## config.mk

```make
export PLATFORM = sky130hd
export DESIGN_NAME = carwash_sequencer
export DESIGN_NICKNAME = d
export VERILOG_FILES = /design/src/rtl/carwash_sequencer.sv
export SDC_FILE = /design/constraint.sdc
export NUM_CORES = 1
export LEC_CHECK = 0
export ABC_AREA = 1
export CORE_MARGIN = 8
export CORE_UTILIZATION = 45
export CTS_CLUSTER_SIZE = 10
export DETAILED_ROUTE_END_ITERATION = 8
export PLACE_DENSITY = 0.69
export SETUP_SLACK_MARGIN = 0.05
export SLEW_MARGIN = 10
export SYNTH_ARGS = -nofsm -noshare
export SYNTH_HDL_FRONTEND = slang
export SYNTH_SLANG_ARGS = --single-unit
```

## constraint.sdc

```tcl
create_clock -name CLOCK_50 -period 3.5 [get_ports CLOCK_50]
set_clock_uncertainty 0.1 [all_clocks]
set_input_delay 0.7 -clock CLOCK_50 [delete_from_list [all_inputs] [get_ports CLOCK_50]]
set_output_delay 0.7 -clock CLOCK_50 [all_outputs]
set_load 0.005 [all_outputs]
```

## src/rtl/carwash_sequencer.sv

```systemverilog
// rtl/carwash_sequencer.sv - ten-stage car-wash controller with speed prescaler, options and door pause
module carwash_sequencer #(
  parameter int CW          = 26,
  parameter int TICK_FAST   = 10_000_000,
  parameter int TICK_STD    = 25_000_000,
  parameter int TICK_SLOW   = 50_000_000,
  parameter int STAGE_TICKS = 5
) (
  input  logic       CLOCK_50,
  input  logic       RESET,
  input  logic       car_pb,
  input  logic       wax_pb,
  input  logic       dwash_pb,
  input  logic [1:0] speed_sel,
  input  logic [1:0] pkg_sel,
  input  logic       door_open,
  output logic [9:0] state,
  output logic [9:0] leds,
  output logic [7:0] remaining,
  output logic       tick,
  output logic       busy,
  output logic       done,
  output logic       pkg_err
);

  localparam logic [9:0] S_IDLE  = 10'b10_0000_0000;
  localparam logic [9:0] S_SOAK  = 10'b01_0000_0000;
  localparam logic [9:0] S_SOAP  = 10'b00_1000_0000;
  localparam logic [9:0] S_BRUSH = 10'b00_0100_0000;
  localparam logic [9:0] S_BLAST = 10'b00_0010_0000;
  localparam logic [9:0] S_DWASH = 10'b00_0001_0000;
  localparam logic [9:0] S_DRY   = 10'b00_0000_1000;
  localparam logic [9:0] S_WAX   = 10'b00_0000_0100;
  localparam logic [9:0] S_TIREC = 10'b00_0000_0010;
  localparam logic [9:0] S_END   = 10'b00_0000_0001;

  localparam logic [CW-1:0] P_FAST       = CW'(TICK_FAST);
  localparam logic [CW-1:0] P_STD        = CW'(TICK_STD);
  localparam logic [CW-1:0] P_SLOW       = CW'(TICK_SLOW);
  localparam logic [CW-1:0] P_BLINK_LAST = CW'(TICK_STD - 1);
  localparam logic [7:0]    ST_LOAD      = 8'(STAGE_TICKS);

  logic [9:0]    r_state;
  logic [7:0]    r_remaining;
  logic [CW-1:0] r_cnt;
  logic [CW-1:0] r_period;
  logic [CW-1:0] r_blink_cnt;
  logic          r_blink;
  logic          r_done;
  logic          r_car_req;
  logic          r_wax;
  logic          r_dw;
  logic          r_touchless;
  logic          r_car_d;
  logic          r_wax_d;
  logic          r_dw_d;

  logic          w_pause;
  logic          w_wrap;
  logic          w_tick;
  logic          w_car_ev;
  logic          w_wax_ev;
  logic          w_dw_ev;
  logic          w_pkg_ok;
  logic [CW-1:0] w_sel_period;
  logic [9:0]    w_next;

  assign w_pause  = door_open && (r_state != S_IDLE);
  assign w_wrap   = (r_cnt == r_period - CW'(1));
  assign w_tick   = w_wrap && !w_pause;
  assign w_car_ev = car_pb && !r_car_d;
  assign w_wax_ev = wax_pb && !r_wax_d;
  assign w_dw_ev  = dwash_pb && !r_dw_d;
  assign w_pkg_ok = (pkg_sel == 2'b01) || (pkg_sel == 2'b10);

  assign state     = r_state;
  assign leds      = w_pause ? {10{r_blink}} : r_state;
  assign remaining = r_remaining;
  assign tick      = w_tick;
  assign busy      = (r_state != S_IDLE);
  assign done      = r_done;
  assign pkg_err   = (r_state == S_IDLE) && !w_pkg_ok;

  // Map the speed switches to a prescaler period; 00 and 11 both fall back to standard
  always_comb begin
    w_sel_period = P_STD;
    case (speed_sel)
      2'b01:   w_sel_period = P_FAST;
      2'b10:   w_sel_period = P_SLOW;
      default: w_sel_period = P_STD;
    endcase
  end

  // Next included stage, using the option flags as registered before this clock
  always_comb begin
    w_next = S_IDLE;
    case (r_state)
      S_SOAK:  w_next = S_SOAP;
      S_SOAP:  w_next = r_touchless ? S_BLAST : S_BRUSH;
      S_BRUSH: w_next = S_BLAST;
      S_BLAST: w_next = r_dw ? S_DWASH : S_DRY;
      S_DWASH: w_next = S_DRY;
      S_DRY:   w_next = r_wax ? S_WAX : S_TIREC;
      S_WAX:   w_next = S_TIREC;
      S_TIREC: w_next = S_END;
      default: w_next = S_IDLE;
    endcase
  end

  // Prescaler: frozen while paused so a lost tick recurs after resume; period re-sampled at wrap
  always_ff @(posedge CLOCK_50) begin
    if (RESET) begin
      r_cnt    <= '0;
      r_period <= w_sel_period;
    end else if (!w_pause) begin
      if (w_wrap) begin
        r_cnt    <= '0;
        r_period <= w_sel_period;
      end else begin
        r_cnt <= r_cnt + CW'(1);
      end
    end
  end

  // Blink generator: idle and dark outside a pause, toggles every standard period inside one
  always_ff @(posedge CLOCK_50) begin
    if (RESET || !w_pause) begin
      r_blink_cnt <= '0;
      r_blink     <= 1'b0;
    end else if (r_blink_cnt == P_BLINK_LAST) begin
      r_blink_cnt <= '0;
      r_blink     <= ~r_blink;
    end else begin
      r_blink_cnt <= r_blink_cnt + CW'(1);
    end
  end

  // Button edge capture, option flags and the stage sequencer
  always_ff @(posedge CLOCK_50) begin
    if (RESET) begin
      r_state     <= S_IDLE;
      r_remaining <= '0;
      r_done      <= 1'b0;
      r_car_req   <= 1'b0;
      r_wax       <= 1'b0;
      r_dw        <= 1'b0;
      r_touchless <= 1'b0;
      r_car_d     <= 1'b0;
      r_wax_d     <= 1'b0;
      r_dw_d      <= 1'b0;
    end else begin
      r_car_d <= car_pb;
      r_wax_d <= wax_pb;
      r_dw_d  <= dwash_pb;
      r_done  <= 1'b0;
      if (r_state != S_END) begin
        if (w_wax_ev) r_wax <= 1'b1;
        if (w_dw_ev)  r_dw  <= 1'b1;
      end
      if (r_state == S_IDLE) begin
        if (w_tick && r_car_req && w_pkg_ok) begin
          r_state     <= S_SOAK;
          r_remaining <= ST_LOAD;
          r_touchless <= (pkg_sel == 2'b10);
          r_car_req   <= 1'b0;
        end else if (w_car_ev) begin
          r_car_req <= 1'b1;
        end
      end else if (w_tick) begin
        if (r_remaining == 8'd1) begin
          r_state <= w_next;
          if (r_state == S_END) begin
            r_remaining <= '0;
            r_done      <= 1'b1;
            r_car_req   <= 1'b0;
            r_wax       <= 1'b0;
            r_dw        <= 1'b0;
          end else begin
            r_remaining <= ST_LOAD;
          end
        end else begin
          r_remaining <= r_remaining - 8'd1;
        end
      end
    end
  end

endmodule

```

==> flow_metrics.env, run 1 <==
export IMPL_initial_utilization_pct=45.7
export IMPL_dieWidth_um=123
export IMPL_start_kind="flip-flop"
export IMPL_stdcell_count=1009
export IMPL_dp_hpwl_um=9600
export IMPL_cp_slowest_cell="edfxtp_1"
export IMPL_yosysSeqAreaShare_pct=33.4
export IMPL_ff_latch_area_um2=1730
export IMPL_cts_tree="yes"
export IMPL_synth_top_area_cell="dfxtp_1"
export IMPL_pre_cts_ws_ns=0.245
export IMPL_cp_end_kind="flip-flop"
export IMPL_path_clk_slew_ns=0.07
export IMPL_postSynthAreaPerCell_um2=6.47
export IMPL_cp_cell_sequence="inv_4 -> ha_4 -> inv_2 -> ha_4 -> inv_1 -> nand2_2 -> nand4_1 -> nor2_1 -> nand3_1 -> nor2_2 -> buf_4 -> buf_4 -> buf_4 -> buf_4 -> buf_4 -> buf_4 -> buf_4 -> buf_4 -> buf_4 -> buf_4 -> buf_4 -> o2111ai_2 -> nor2_1 -> nor2_1"
export IMPL_synth_top_area_share_pct=30.5
export IMPL_antenna_left=0
export IMPL_post_route_period_util_pct=91.3
export IMPL_core_um2=11300
export IMPL_syn_area_um2=5180
export IMPL_overflow=0
export IMPL_layout_commonest_cell="nand2_1"
export IMPL_worstHoldPathCells=1
export IMPL_power_leakage_nw=2.72
export IMPL_diodes=0
export IMPL_cap_violations=0
export IMPL_hp_class="flip-flop to flip-flop"
export IMPL_mostFrequentLayoutCells="nand2_1 (188), nor2_1 (136), inv_1 (119)"
export IMPL_cts_buffer_depth=2
export IMPL_firstDrtPassIters=7
export IMPL_min_period_ns=3.20
export IMPL_ys_seq_elements=84
export IMPL_drcViolationCount=0
export IMPL_rows=39
export IMPL_async_flop_share_pct=0
export IMPL_crit_family="buffers and inverters"
export IMPL_synth_top_cells_by_area="dfxtp_1 (31%), nand2_1 (14%), nor2_1 (9.9%), inv_1 (8.8%), nand3_1 (5.0%)"
export IMPL_synth_distinct_cells=39
export IMPL_viasPerCell=4.93
export IMPL_grt_max_degree=19
export IMPL_ios=42
export IMPL_fmax_mhz=313
export IMPL_post_drt_wl_per_cell_um=12.5
export IMPL_maxSlewViolCount=0
export IMPL_h_tree_depth=3
export IMPL_r2r_start="r_period[24]"
export IMPL_path_buf_inv=14
export IMPL_io_buffers=41
export IMPL_path_depth=24
export IMPL_worst_slack_ns=0.305
export IMPL_drt_initial_drc_count=297
export IMPL_cts_buffers=9
export IMPL_hold_violations=0
export IMPL_fillers=1112
export IMPL_chipHeight_um=123
export IMPL_syn_nets=820
export IMPL_synthCells=800
export IMPL_area_delta_synth_final_pct=19.5
export IMPL_finalSetupViolCount=0
export IMPL_status="finished, final reports clean"
export IMPL_holdWs_ns=0.351
export IMPL_gp_congestion=0.950
export IMPL_grt_pass1_vias=4686
export IMPL_tns_ns=0
export IMPL_antenna_found_initial=0
export IMPL_cpPeakStageDelay_ns=0.43
export IMPL_crit_type="flip-flop to flip-flop"
export IMPL_worst_ep_arrival_time_ns=3.34
export IMPL_worstMarginPinSlew_ns=0.594
export IMPL_layout_drive_gt1_share_pct=9.93
export IMPL_clock_latency_ns=0.35
export IMPL_rsz0062_at_grt="false"
export IMPL_slew_headroom_pct=60.4
export IMPL_cts_hold_buf=0
export IMPL_crit_required_ns=3.65
export IMPL_nNetsFinal=881
export IMPL_totalWireLength_um=12600
export IMPL_die_area_um2=15200
export IMPL_synth_edf_count=5
export IMPL_peakVddDrop_uv=243
export IMPL_track_usage_pct=17.4
export IMPL_grt_pass1_wl_um=21400
export IMPL_multiInputGateArea_um2=2900
export IMPL_dr_total_vias=4975
export IMPL_hold_start="r_blink_cnt[0]"
export IMPL_place_inst=975
export IMPL_clock_sinks=84
export IMPL_crit_path_frequent_cell="buf_4"
export IMPL_crit_fanout=6
export IMPL_ys_warn_count=0
export IMPL_ys_dominant_reg_cell="dfxtp_1"
export IMPL_crit_start="r_period[24]"
export IMPL_cts_root_buf="clkbuf_16"
export IMPL_powerDensity_nw_per_um2=340
export IMPL_worstRegToRegCells=24
cells in the mapped netlist (all sizes together) (5+ instances only):
library cell  instances
nand4                25
ha                   10
edfxtp                5
nor2                150
a21oi                22
xnor2                 7
dfxtp                79
inv                 125
nor3                 36
clkbuf                5
nand3                58
nor4                  5
o21ai                30
xor2                 22
nand2               196
buf                  11
worst paths after layout:
path	end	slack [ns]
worst min register to register	r_blink_cnt[0]	0.35
worst max register to register	state[5]	0.30
worst max-delay path	state[5]	0.30
worst min-delay path	r_blink_cnt[0]	0.35
report_power, final:
group	total [W]	internal, W	switching (W)
sequential	0.000990	0.000979	0.0000115
clock	0.000973	0.000562	0.000411
combinational	0.000143	0.0000610	0.0000819
total	0.00211	0.00160	0.000504
sequential cells by signal (all words and copies together), names as in the netlist:
signal / cells
done: 1
r_blink: 1
r_blink_cnt: 26
r_car_d: 1
r_car_req: 1
r_cnt: 26
r_dw: 1
r_dw_d: 1
r_period: 5
r_touchless: 1
r_wax: 1
r_wax_d: 1
remaining: 8
state: 10
layout make-up:
| type | instances | area share (%) |
|---|---|---|
| tap | 143 | 2.89 |
| inverter | 125 | 7.62 |
| sequential | 84 | 28.0 |
| clock inverter | 7 | 1.27 |
| clock buffer | 9 | 3.64 |
| multi-input combinational | 575 | 46.9 |
| timing repair buffer | 66 | 9.70 |
cell families after synthesis:
family          after synthesis  share of synthesized area (%)
simple gates                479                           42.0
buf+inv                     141                           11.1
flops                        84                           33.4
compound gates               57                           6.16
xor+xnor                     29                           4.90
fa+ha+maj                    10                           2.42
metal layers:
| layer | wire length [µm] | part of all wire (%) | track usage [%] | vias to the layer above |
|---|---|---|---|---|
| li1 | - | - | - | 2652 |
| met1 | 5930 | 47 | 22.3 | 2189 |
| met2 | 5800 | 46 | 27.6 | 111 |
| met3 | 591 | 4.7 | 3.06 | 23 |
| met4 | 315 | 2.5 | 8.73 | 0 |
| met5 | 0 | 0 | 0 | - |
metrics by stage:
stage          area, µm²  total power, W  utilization (%)
2_1_floorplan       5180         0.00110                -
3_3_place_gp        5720         0.00114             50.5
3_5_place_dp        5720         0.00114             50.5
4_1_cts             6130         0.00213             54.2
5_1_grt             6190         0.00219             54.7
6_report            6190         0.00211             54.7
timing repair:
item	in CTS	in global routing
buffers inserted	13	5
pin swaps	1	2
endpoints found under the setup margin	1	8
resized for setup	3	5
Note: power is estimated with default switching activity, not from simulation.
==> run 2, diff against run 1 <==
--- a/config.mk
+++ b/config.mk
@@ -6,11 +6,12 @@
 export NUM_CORES = 1
 export LEC_CHECK = 0
 export ABC_AREA = 1
-export CORE_MARGIN = 8
-export CORE_UTILIZATION = 45
+export CORE_MARGIN = 4
+export CORE_UTILIZATION = 55
 export CTS_CLUSTER_SIZE = 10
 export DETAILED_ROUTE_END_ITERATION = 8
-export PLACE_DENSITY = 0.69
+export GPL_TIMING_DRIVEN = 0
+export PLACE_DENSITY = 0.81
 export SETUP_SLACK_MARGIN = 0.05
 export SLEW_MARGIN = 10
 export SYNTH_ARGS = -nofsm -noshare
==> flow_metrics.env, run 2 (same netlist as run 1, synthesis figures left out) <==
export IMPL_status="finished, final reports clean"
export IMPL_slew_headroom_pct=67.7
export IMPL_chipHeight_um=105
export IMPL_grt_pass1_vias=4831
export IMPL_track_usage_pct=23.8
export IMPL_holdWs_ns=0.368
export IMPL_maxSlewViolCount=0
export IMPL_diodes=0
export IMPL_min_period_ns=3.30
export IMPL_postPlaceCellArea_um2=5720
export IMPL_finalSetupViolCount=0
export IMPL_grt_pass1_wl_um=21900
export IMPL_hp_class="flip-flop to flip-flop"
export IMPL_dr_total_vias=5142
export IMPL_firstDrtPassIters=5
export IMPL_clock_latency_ns=0.36
export IMPL_core_um2=9200
export IMPL_drcViolationCount=0
export IMPL_grt_max_degree=17
export IMPL_post_drt_wl_per_cell_um=13.3
export IMPL_final_cell_area_um2=5990
export IMPL_cp_end_kind="primary output"
export IMPL_peakVddDrop_uv=256
export IMPL_gp_congestion=0.966
export IMPL_antenna_found_initial=0
export IMPL_fillers=838
export IMPL_dieWidth_um=105
export IMPL_initial_utilization_pct=56.3
export IMPL_viasPerCell=5.28
export IMPL_worstMarginPinSlew_ns=0.484
export IMPL_crit_fanout=10
export IMPL_worst_ep_arrival_time_ns=2.50
export IMPL_dp_hpwl_um=9930
export IMPL_layout_commonest_cell="nand2_1"
export IMPL_cts_buffers=9
export IMPL_mostFrequentLayoutCells="nand2_1 (188), nor2_1 (136), inv_1 (119)"
export IMPL_start_kind="input pin"
export IMPL_cts_tree="yes"
export IMPL_worstRegToRegCells=16
export IMPL_ios=42
export IMPL_ff_latch_area_um2=1730
export IMPL_nNetsFinal=878
export IMPL_area_delta_synth_final_pct=15.6
export IMPL_h_tree_depth=3
export IMPL_antenna_left=0
export IMPL_fmax_mhz=303
export IMPL_io_buffers=40
export IMPL_cap_violations=0
export IMPL_path_clk_slew_ns=0.09
export IMPL_hold_violations=0
export IMPL_power_leakage_nw=2.62
export IMPL_cts_root_buf="clkbuf_8"
export IMPL_crit_required_ns=2.70
export IMPL_drt_initial_drc_count=388
export IMPL_pre_cts_ws_ns=0.0689
export IMPL_rsz0062_at_grt="false"
export IMPL_overflow=0
export IMPL_rows=35
export IMPL_layout_drive_gt1_share_pct=9.39
export IMPL_post_route_period_util_pct=94.3
export IMPL_clock_sinks=84
export IMPL_worstHoldPathCells=1
export IMPL_die_area_um2=11000
export IMPL_tns_ns=0
export IMPL_crit_type="input pin to primary output"
export IMPL_cts_buffer_depth=2
export IMPL_totalWireLength_um=12900
export IMPL_multiInputGateArea_um2=2900
export IMPL_utilization_pct=65.1
export IMPL_powerDensity_nw_per_um2=299
export IMPL_worst_slack_ns=0.199
[run 2: cell count changes in the layout (fill, tap and decap cells not counted), moves of 3 or more]
cell,delta
clkbuf_16,-9
clkbuf_8,+9
clkbuf_1,+3
buf_4,-14
buf_2,+3
buf_6,+4
[run 2: power by group]
group | switching, W | total, W | internal, W | leakage (nW)
sequential | 0.0000103 | 0.000988 | 0.000978 | 0.687
combinational | 0.0000906 | 0.000150 | 0.0000593 | 1.84
clock | 0.000385 | 0.000654 | 0.000268 | 0.0925
[run 2: timing repair]
action | CTS | global route
buffers inserted | 4 | 3
hold buffers | 0 | 0
gates resized for setup | 11 | 3
pin swaps | 2 | 0
hold endpoints to repair | 0 | 0
setup endpoints to repair | 2 | 10
cloned | 0 | 0
[run 2: final cells by class]
type                       instances  share of cell area (%)
sequential                        84                    28.9
clock buffer                       9                    2.07
multi-input combinational        575                    48.5
inverter                         125                    7.88
tap                              111                    2.32
buffer                            16                    1.86
timing repair buffer              47                    7.54
clock inverter                     7                   0.940
[run 2: worst max-delay path, stage by stage]
cell	delay [ns]
clkdlybuf4s50_1	0.59
nand2_8	0.13
inv_2	0.14
nand2_1	0.23
o21ai_1	0.17
clkdlybuf4s50_1	0.53
[run 2: per-stage QoR]
step                instances  power (W)
global route              974    0.00187
floorplan                 800    0.00110
CTS                       971    0.00180
finish                    974    0.00179
detailed placement        951    0.00114
global placement          951    0.00114
[run 2: final timing paths]
path / startpoint / to / slack [ns]
worst max-delay path: door_open / leds[6] / 0.20
worst min-delay path: r_blink_cnt[0] / r_blink_cnt[0] / 0.37
worst max register to register: r_period[24] / r_period[24] / 0.75
worst min register to register: r_blink_cnt[0] / r_blink_cnt[0] / 0.37
[run 2: routing by layer]
layer  routed length, µm  global-route usage, %  share of wire (%)
met1                5780                   30.1                 45
met2                6290                   41.7                 49
met3                 712                   4.39                5.5
met4                 165                   6.28                1.3
met5                   0                      0                  0
==> run 3, diff against run 2 <==
--- a/config.mk
+++ b/config.mk
@@ -6,7 +6,6 @@
 export NUM_CORES = 1
 export LEC_CHECK = 0
 export ABC_AREA = 1
-export CORE_MARGIN = 4
 export CORE_UTILIZATION = 55
 export CTS_CLUSTER_SIZE = 10
 export DETAILED_ROUTE_END_ITERATION = 8
==> constraint.sdc (replaced) <==
create_clock -name CLOCK_50 -period 3.18 [get_ports CLOCK_50]
set_clock_uncertainty 0.1 [all_clocks]
set_input_delay 0.636 -clock CLOCK_50 [delete_from_list [all_inputs] [get_ports CLOCK_50]]
set_output_delay 0.636 -clock CLOCK_50 [all_outputs]
set_load 0.005 [all_outputs]
==> flow_metrics.env, run 3 (same netlist as run 1, synthesis figures left out) <==
export IMPL_final_cell_area_um2=6100
export IMPL_dp_hpwl_um=9640
export IMPL_holdWs_ns=0.353
export IMPL_antenna_found_initial=0
export IMPL_fillers=821
export IMPL_cpPeakStageDelay_ns=0.51
export IMPL_maxSlewViolCount=0
export IMPL_hold_start="r_blink_cnt[0]"
export IMPL_die_area_um2=9810
export IMPL_dieWidth_um=99.0
export IMPL_power_leakage_nw=2.74
export IMPL_place_inst=951
export IMPL_cp_cell_sequence="nor2_2 -> nand2_2 -> nor2_4 -> nand3_4 -> nand2_8 -> inv_2 -> buf_4 -> o21ai_1 -> clkdlybuf4s50_1"
export IMPL_cp_end_kind="primary output"
export IMPL_dr_total_vias=5246
export IMPL_gp_congestion=0.959
export IMPL_status="finished, final reports clean"
export IMPL_rows=35
export IMPL_start_kind="flip-flop"
export IMPL_worstMarginPinSlew_ns=0.510
export IMPL_firstDrtPassIters=6
export IMPL_cap_violations=0
export IMPL_fmax_mhz=331
export IMPL_path_depth=9
export IMPL_post_drt_wl_per_cell_um=13.1
export IMPL_worstRegToRegCells=16
export IMPL_peakVddDrop_uv=255
export IMPL_p_int_w=0.00152
export IMPL_crit_family="buffers and inverters"
export IMPL_combPwrFrac_pct=8.1
export IMPL_overflow=0
export IMPL_antenna_left=0
export IMPL_nNetsFinal=887
export IMPL_netSwitchingPower_w=0.000526
export IMPL_timing_rr_end="r_period[22]"
export IMPL_crit_type="flip-flop to primary output"
export IMPL_stdcell_count=983
export IMPL_h_tree_depth=3
export IMPL_cts_tree="yes"
export IMPL_totalWireLength_um=12900
export IMPL_post_route_period_util_pct=95.0
export IMPL_crit_required_ns=2.44
export IMPL_hold_end="r_blink_cnt[0]"
export IMPL_layout_commonest_cell="nand2_1"
export IMPL_pre_cts_ws_ns=-0.211
export IMPL_layout_drive_gt1_share_pct=10.8
export IMPL_chipHeight_um=99.0
export IMPL_pwr_share_seq_pct=53.3
export IMPL_io_buffers=40
export IMPL_viasPerCell=5.34
export IMPL_ff2ff_setup_slack_ns=0.41
export IMPL_slew_headroom_pct=66.0
export IMPL_min_period_ns=3.02
export IMPL_diodes=0
export IMPL_clockPowerShare_pct=38.6
export IMPL_worstHoldPathCells=1
export IMPL_core_um2=9200
export IMPL_track_usage_pct=26.7
export IMPL_hold_violations=0
export IMPL_path_clk_slew_ns=0.09
export IMPL_postPlaceCellArea_um2=5720
export IMPL_drcViolationCount=0
export IMPL_area_delta_synth_final_pct=17.8
export IMPL_worst_slack_ns=0.160
export IMPL_cp_slowest_cell="clkdlybuf4s50_1"
export IMPL_crit_fanout=10
export IMPL_rsz0062_at_grt="false"
export IMPL_clock_latency_ns=0.36
export IMPL_finalSetupViolCount=0
export IMPL_worst_ep_arrival_time_ns=2.28
export IMPL_path_buf_inv=3
export IMPL_clock_sinks=84
export IMPL_cts_root_buf="clkbuf_8"
export IMPL_mostFrequentLayoutCells="nand2_1 (186), nor2_1 (135), inv_1 (119)"
export IMPL_grt_pass1_wl_um=21100
export IMPL_drt_initial_drc_count=369
export IMPL_grt_pass1_vias=4845
export IMPL_powerDensity_nw_per_um2=334
export IMPL_ios=42
export IMPL_cts_buffers=9
export IMPL_hp_class="flip-flop to flip-flop"
export IMPL_cts_buffer_depth=2
export IMPL_initial_utilization_pct=56.3
export IMPL_r2r_start="r_period[24]"
export IMPL_p_sw_share_pct=25.8
export IMPL_grt_max_degree=16
run 3: worst reg2reg max path, stage by stage, from the launching register on:
cell and delay, ns:
edfxtp_1 0.41, buf_6 0.14, inv_4 0.06, ha_4 0.14, inv_2 0.05, ha_4 0.27, inv_1 0.04, nand2_2 0.07
nand2_1 0.06, nor2_1 0.10, nand2_1 0.06, nor2_1 0.09, nand2_1 0.12, nor2_4 0.16, nand2_1 0.10, nand2_2 0.22
buf_4 0.28
run 3: layout make-up:
type	instances	area (µm²)	area share (%)
plain buffers	16	114	1.87
clock buffers	10	128	2.09
clock inverters	6	71.3	1.17
inverters	125	472	7.73
multi-input cells	575	2910	47.8
flip-flops and latches	84	1730	28.4
well taps	111	139	2.28
repair buffers	56	532	8.71
run 3: how the worst max path moves through the flow:
| stage | start | to | slack, ns |
|---|---|---|---|
| floorplan | r_period[24] | tick | 0.61 |
| global placement | r_period[24] | tick | -0.16 |
| detailed placement | r_period[24] | tick | -0.21 |
| CTS | state[1] | leds[6] | 0.05 |
| global route | state[4] | leds[7] | 0.04 |
| finish | state[4] | leds[7] | 0.16 |
run 3: power by group through the flow:
stage               clock network [W]  logic [W]  registers [W]
floorplan                           0  0.0000994        0.00111
global placement                    0   0.000138        0.00111
detailed placement                  0   0.000140        0.00111
CTS                          0.000804   0.000162        0.00109
global route                 0.000836   0.000183        0.00109
finish                       0.000788   0.000165        0.00109
run 3: per-layer routing:
| layer | vias to the layer above | GRT usage, % | share of wire [%] |
|---|---|---|---|
| met5 | - | 0 | 0 |
| met4 | 0 | 10.9 | 2.5 |
| met3 | 28 | 3.69 | 5.6 |
| met2 | 185 | 47.2 | 48 |
| met1 | 2373 | 32.5 | 44 |
| li1 | 2660 | - | - |
run 3: timing repair:
action                                  CTS  global route
pin swaps                                 3             6
gates resized for setup                  15            17
buffers inserted                          8             8
endpoints found under the setup margin   11            10
hold buffers                              0             0
run 3: stage by stage:
step | total power, W | util (%) | setup TNS (ns)
final | 0.00204 | 66.4 | 0
after global routing | 0.00211 | 66.4 | 0
after CTS | 0.00205 | 65.5 | 0
after detailed placement | 0.00125 | 62.2 | -0.277
after global placement | 0.00125 | 62.2 | -0.164
after floorplan | 0.00121 | - | 0
